==> config.mk <==
export PLATFORM = sky130hd
export DESIGN_NAME = reg_scoreboard
export DESIGN_NICKNAME = d
export VERILOG_FILES = /design/src/rtl/reg_scoreboard.sv
export SDC_FILE = /design/constraint.sdc
export NUM_CORES = 1
export LEC_CHECK = 0
export ABC_AREA = 1
export BUFFER_PORTS_ARGS = -buffer_cell sky130_fd_sc_hd__buf_2
export CORE_UTILIZATION = 50
export DETAILED_ROUTE_END_ITERATION = 8
export PLACE_DENSITY = 0.77
export SLEW_MARGIN = 30
export SYNTH_ARGS = -nofsm -noshare
export SYNTH_HDL_FRONTEND = slang
export SYNTH_SLANG_ARGS = --single-unit
==> constraint.sdc <==
create_clock -name i_clk -period 3.35 [get_ports i_clk]
set_input_delay 0.67 -clock i_clk [delete_from_list [all_inputs] [get_ports i_clk]]
set_output_delay 0.67 -clock i_clk [all_outputs]
set_load 0.01 [all_outputs]
==> src/rtl/reg_scoreboard.sv <==
// reg_scoreboard
//   Decode-stage register scoreboard. Tracks how many issued writes to each of
//   the NUM_REGS architectural registers are still waiting for writeback, and
//   holds decode while an enabled source register still has a write pending.
//   Optional feature macro: SB_WB_FORWARD_EN. When it is defined, a source that
//   is written back in the current cycle as its last pending write is taken from
//   the writeback bus. When it is undefined, that source stalls one more cycle.
//
// Ports
//   i_clk, i_reset              clock (rising edge), synchronous active-high reset
//   i_read1/2, i_read_addr1/2   source read enables and addresses (shared with regfile)
//   i_issue, i_issue_write,
//   i_issue_dst                 issue request, writes-a-register flag, destination
//   i_wb, i_wb_addr             writeback commit and its destination
//   i_flush                     clear all pending writes (error/stall counter kept)
//   o_stall                     hold decode, issue not accepted (combinational)
//   o_fwd1/2                    source taken from the writeback bus this cycle
//   o_error                     sticky: writeback to a register with nothing pending
//   o_stall_cycles              saturating count of stalled cycles
module reg_scoreboard #(
  parameter int NUM_REGS    = 8,
  parameter int ADDR_W      = 3,
  parameter int CNT_W       = 2,
  parameter int STALL_CNT_W = 16
) (
  input  logic                   i_clk,
  input  logic                   i_reset,
  input  logic                   i_read1,
  input  logic [ADDR_W-1:0]      i_read_addr1,
  input  logic                   i_read2,
  input  logic [ADDR_W-1:0]      i_read_addr2,
  input  logic                   i_issue,
  input  logic                   i_issue_write,
  input  logic [ADDR_W-1:0]      i_issue_dst,
  input  logic                   i_wb,
  input  logic [ADDR_W-1:0]      i_wb_addr,
  input  logic                   i_flush,
  output logic                   o_stall,
  output logic                   o_fwd1,
  output logic                   o_fwd2,
  output logic                   o_error,
  output logic [STALL_CNT_W-1:0] o_stall_cycles
);

  localparam logic [CNT_W-1:0] CNT_MAX = {CNT_W{1'b1}};
  localparam logic [CNT_W-1:0] CNT_ONE = CNT_W'(1);

  logic [CNT_W-1:0]       cnt_q [NUM_REGS];
  logic [CNT_W-1:0]       cnt_d [NUM_REGS];
  logic                   error_q, error_d;
  logic [STALL_CNT_W-1:0] stall_cnt_q, stall_cnt_d;

  logic pend1_s, pend2_s, fwd1_s, fwd2_s, haz1_s, haz2_s, sat_s, stall_s;
  logic accept_wr_s, wb_live_s, wb_orphan_s;

  // Hazard, saturation and forwarding decode from registered counts.
  always_comb begin
    pend1_s = i_read1 && (cnt_q[i_read_addr1] != {CNT_W{1'b0}});
    pend2_s = i_read2 && (cnt_q[i_read_addr2] != {CNT_W{1'b0}});
`ifdef SB_WB_FORWARD_EN
    // Only the last pending write can be bypassed: with more in flight, the
    // value on the writeback bus is not the one this source must see.
    fwd1_s = pend1_s && i_wb && (i_wb_addr == i_read_addr1) && (cnt_q[i_read_addr1] == CNT_ONE);
    fwd2_s = pend2_s && i_wb && (i_wb_addr == i_read_addr2) && (cnt_q[i_read_addr2] == CNT_ONE);
`else
    fwd1_s = 1'b0;
    fwd2_s = 1'b0;
`endif
    haz1_s  = pend1_s && !fwd1_s;
    haz2_s  = pend2_s && !fwd2_s;
    sat_s   = i_issue && i_issue_write && (cnt_q[i_issue_dst] == CNT_MAX);
    stall_s = haz1_s || haz2_s || sat_s;
  end

  // Next-state for pending counters, sticky error and stall counter.
  always_comb begin
    accept_wr_s = i_issue && i_issue_write && !stall_s;
    wb_live_s   = i_wb && (cnt_q[i_wb_addr] != {CNT_W{1'b0}});
    wb_orphan_s = i_wb && (cnt_q[i_wb_addr] == {CNT_W{1'b0}});
    error_d     = error_q;
    for (int r = 0; r < NUM_REGS; r++) begin
      cnt_d[r] = cnt_q[r];
    end
    if (i_flush) begin
      for (int r = 0; r < NUM_REGS; r++) begin
        cnt_d[r] = {CNT_W{1'b0}};
      end
    end else begin
      for (int r = 0; r < NUM_REGS; r++) begin
        // Increment and decrement on the same register cancel out.
        if (accept_wr_s && (i_issue_dst == ADDR_W'(r)) &&
            !(wb_live_s && (i_wb_addr == ADDR_W'(r)))) begin
          cnt_d[r] = cnt_q[r] + CNT_ONE;
        end else if (wb_live_s && (i_wb_addr == ADDR_W'(r)) &&
                     !(accept_wr_s && (i_issue_dst == ADDR_W'(r)))) begin
          cnt_d[r] = cnt_q[r] - CNT_ONE;
        end else begin
          cnt_d[r] = cnt_q[r];
        end
      end
      if (wb_orphan_s) begin
        error_d = 1'b1;
      end else begin
        error_d = error_q;
      end
    end
    if (stall_s && (stall_cnt_q != {STALL_CNT_W{1'b1}})) begin
      stall_cnt_d = stall_cnt_q + STALL_CNT_W'(1);
    end else begin
      stall_cnt_d = stall_cnt_q;
    end
  end

  // State registers with synchronous reset.
  always_ff @(posedge i_clk) begin
    if (i_reset) begin
      for (int r = 0; r < NUM_REGS; r++) begin
        cnt_q[r] <= {CNT_W{1'b0}};
      end
      error_q     <= 1'b0;
      stall_cnt_q <= {STALL_CNT_W{1'b0}};
    end else begin
      for (int r = 0; r < NUM_REGS; r++) begin
        cnt_q[r] <= cnt_d[r];
      end
      error_q     <= error_d;
      stall_cnt_q <= stall_cnt_d;
    end
  end

  assign o_stall        = stall_s;
  assign o_fwd1         = fwd1_s;
  assign o_fwd2         = fwd2_s;
  assign o_error        = error_q;
  assign o_stall_cycles = stall_cnt_q;

endmodule

==> reports/metrics.yaml <==
via_count: 2387
cts_max_level: 2
worstRegToRegCells: 14
whs_path_depth: 2
syn_inst: 371
routed_wl_mm: 5.475
min_period_over_period_pct: 80.58
yosys.area.top_type: "dfxtp_1"
synth.most_common_cell: "nand2_1"
cp_data_arrival_time_ns: 2.03
tightest_slew_ns: 0.5605
synth-seq-cells: 33
drc: 0
synth_area_sq_mm: 0.002335
boundaryPins: 40
cts_resized: 0
final_cells: 461
crit_required_ns: 2.68
port_buffers: 37
dp_cells: 453
period_minus_slack_ns: 2.699
drv_cap: 0
cts.sinks: 33
ys_seq_area_share_pct: 28.30
netlist_top_cells_area: "dfxtp_1 (28%), nand2_1 (17%), a21oi_1 (7.7%)"
post-dp-hpwl_mm: 4.164
place_congestion: 0.9042
dieArea_sq_mm: 0.004947
synth_top_area_share_pct: 28.30
synth_common_cells: "nand2_1 (106), nor2_1 (45), inv_1 (41)"
clock_skew_ns: 0.008131
setup.worst_path.end_class: "primary output"
fp.dieW_microns: 70.34
post-place-ws_ns: 0.5856
area_growth_pct: 11.63
cts_root_buf: "clkbuf_8"
clk_latency_ns: 0.29
async_flop_share_pct: 0
hold_class: "reg -> reg"
wire_per_inst_microns: 11.88
rsz0062_at_grt: "false"
ys_types: 33
antenna_found_initial: 0
diodes: 0
core-area_sq_mm: 0.004414
die_h_microns: 70.34
cts_tree: "done"
path_clk_slew_ns: 0.08
initial_utilization_pct: 52.89
max_slew_margin_pct: 62.54
crit_type: "in -> out"
vdd.ir_drop.worst_mv: 0.1805
synth-edff-count: 0
nets: 437
setup_viol: 0
postCtsSetupRepairBufs: 0
grt_pass1_vias: 2080
grt_max_degree: 32
numCtsBuffers: 5
rows: 24
n_fill_cell: 472
ant_nets: 0
finalHoldViolations: 0
path_max_fanout: 31
fmax_mhz: 370.5
slew_viol_final: 0
status: "finished, final reports clean"
grt.overflow.total: 0
cts.path.max_buffers: 2
p_per_area_mw_per_mm2: 320.3
synthFlopType: "dfxtp_1"
syn_avg_cell_area_sq_um: 6.293
drt_first_pass_iters: 4
holdBufCountCts: 0
drive_gt1_share_pct: 14.43
drt_iter0_drc: 181
grt_pass1_wl_mm: 9.204
p_leak_nw: 1.236
gr-usage-all-layers_pct: 23.51
finalWorstSetupSlack_ns: 0.6507
setup_tns_ns: 0
routed_via_density: 5.178
yosys_warnings: 0
worstSetupStartpointType: "primary input"
-- logic make-up (layout without fill, tap and decap cells) --
kind of cell / Yosys count / in the layout / share of synthesized area [%]
and+or+nand+nor: 209 / 209 / 39.98
AOI/OAI and AO/OA: 63 / 63 / 15.06
buffers and inverters: 52 / 89 / 10.18
DFF: 33 / 33 / 28.30
adders and majority gates: 9 / 9 / 4.823
xor gates and xnor gates: 4 / 4 / 1.500
other: 1 / 2 / 0.1606
-- flip-flops by register name, summed over array words and instances (netlist names) --
signal	flops
o_error	1
o_stall_cycles	16
cnt_q	16
-- final cells by class --
type	instances	area, sq um	share of cell area (%)
Clock inverter	3	17.52	0.6721
Clock buffer	5	68.82	2.640
Multi-Input combinational cell	287	1440	55.26
Sequential cell	33	660.6	25.35
Tap cell	52	65.06	2.496
Timing Repair Buffer	38	192.7	7.393
Inverter	43	161.4	6.193
-- layer usage --
layer | track usage (%) | vias to the layer above | part of all wire, %
met5 | 0 | - | 0
met4 | 6.667 | 0 | 1.3
met3 | 5.195 | 8 | 7.0
met2 | 36.83 | 61 | 42
met1 | 32.21 | 1037 | 50
li1 | - | 1281 | -
-- metrics by stage --
step / total power [mW] / hold slack [ns] / util [%] / instance area (sq um)
after floorplan: 0.5114 / 0.4680 / - / 2338
after global placement: 0.5391 / 0.4309 / 57.09 / 2520
after CTS: 0.8415 / 0.4527 / 59.04 / 2606
after detailed placement: 0.5422 / 0.4405 / 57.09 / 2520
final: 0.8349 / 0.4455 / 59.04 / 2606
after global routing: 0.8766 / 0.4879 / 59.04 / 2606
-- critical path, stage by stage --
cell and delay [ns]:
buf_2 0.17, inv_2 0.14, nand2_1 0.07, nand2_1 0.06, nand2_1 0.04, nand2_1 0.06, nand2_1 0.05, nand2_1 0.08
nand3_2 0.10, nand3_4 0.07, buf_4 0.31, buf_2 0.20
-- final timing paths --
| check | from | slack [ns] | endpoint |
|---|---|---|---|
| worst max-delay path | i_issue_dst[0] | 0.65 | o_stall |
| worst min-delay path | o_error$_SDFFE_PP0P_ | 0.45 | o_error$_SDFFE_PP0P_ |
| worst max register to register | cnt_q[7][1]$_SDFFE_PP0P_ | 0.94 | cnt_q[0][1]$_SDFFE_PP0P_ |
| worst min register to register | o_error$_SDFFE_PP0P_ | 0.45 | o_error$_SDFFE_PP0P_ |
-- where the power goes --
group	total [mW]	internal, mW	switching [mW]
clock network	0.300	0.143	0.157
logic	0.127	0.0454	0.0815
registers	0.408	0.400	0.00824
total	0.835	0.589	0.246
-- cell usage in the layout (no fill, tap or decap), types with 2 or more instances in the layout --
cell type and instances:
conb_1 2, nand2_1 106, clkbuf_8 5, nor2_2 3, nor2_1 45, a21oi_1 36, nand3_1 32, inv_1 41
nand4_1 3, dfxtp_1 33, nand3b_1 3, nand3_2 2, clkinv_2 2, nor3_1 7, ha_1 9, xor2_1 4
buf_2 37, nand4_2 2, o21ai_0 12, o21a_1 8, o21bai_1 5
(Power assumes the default switching activity.)
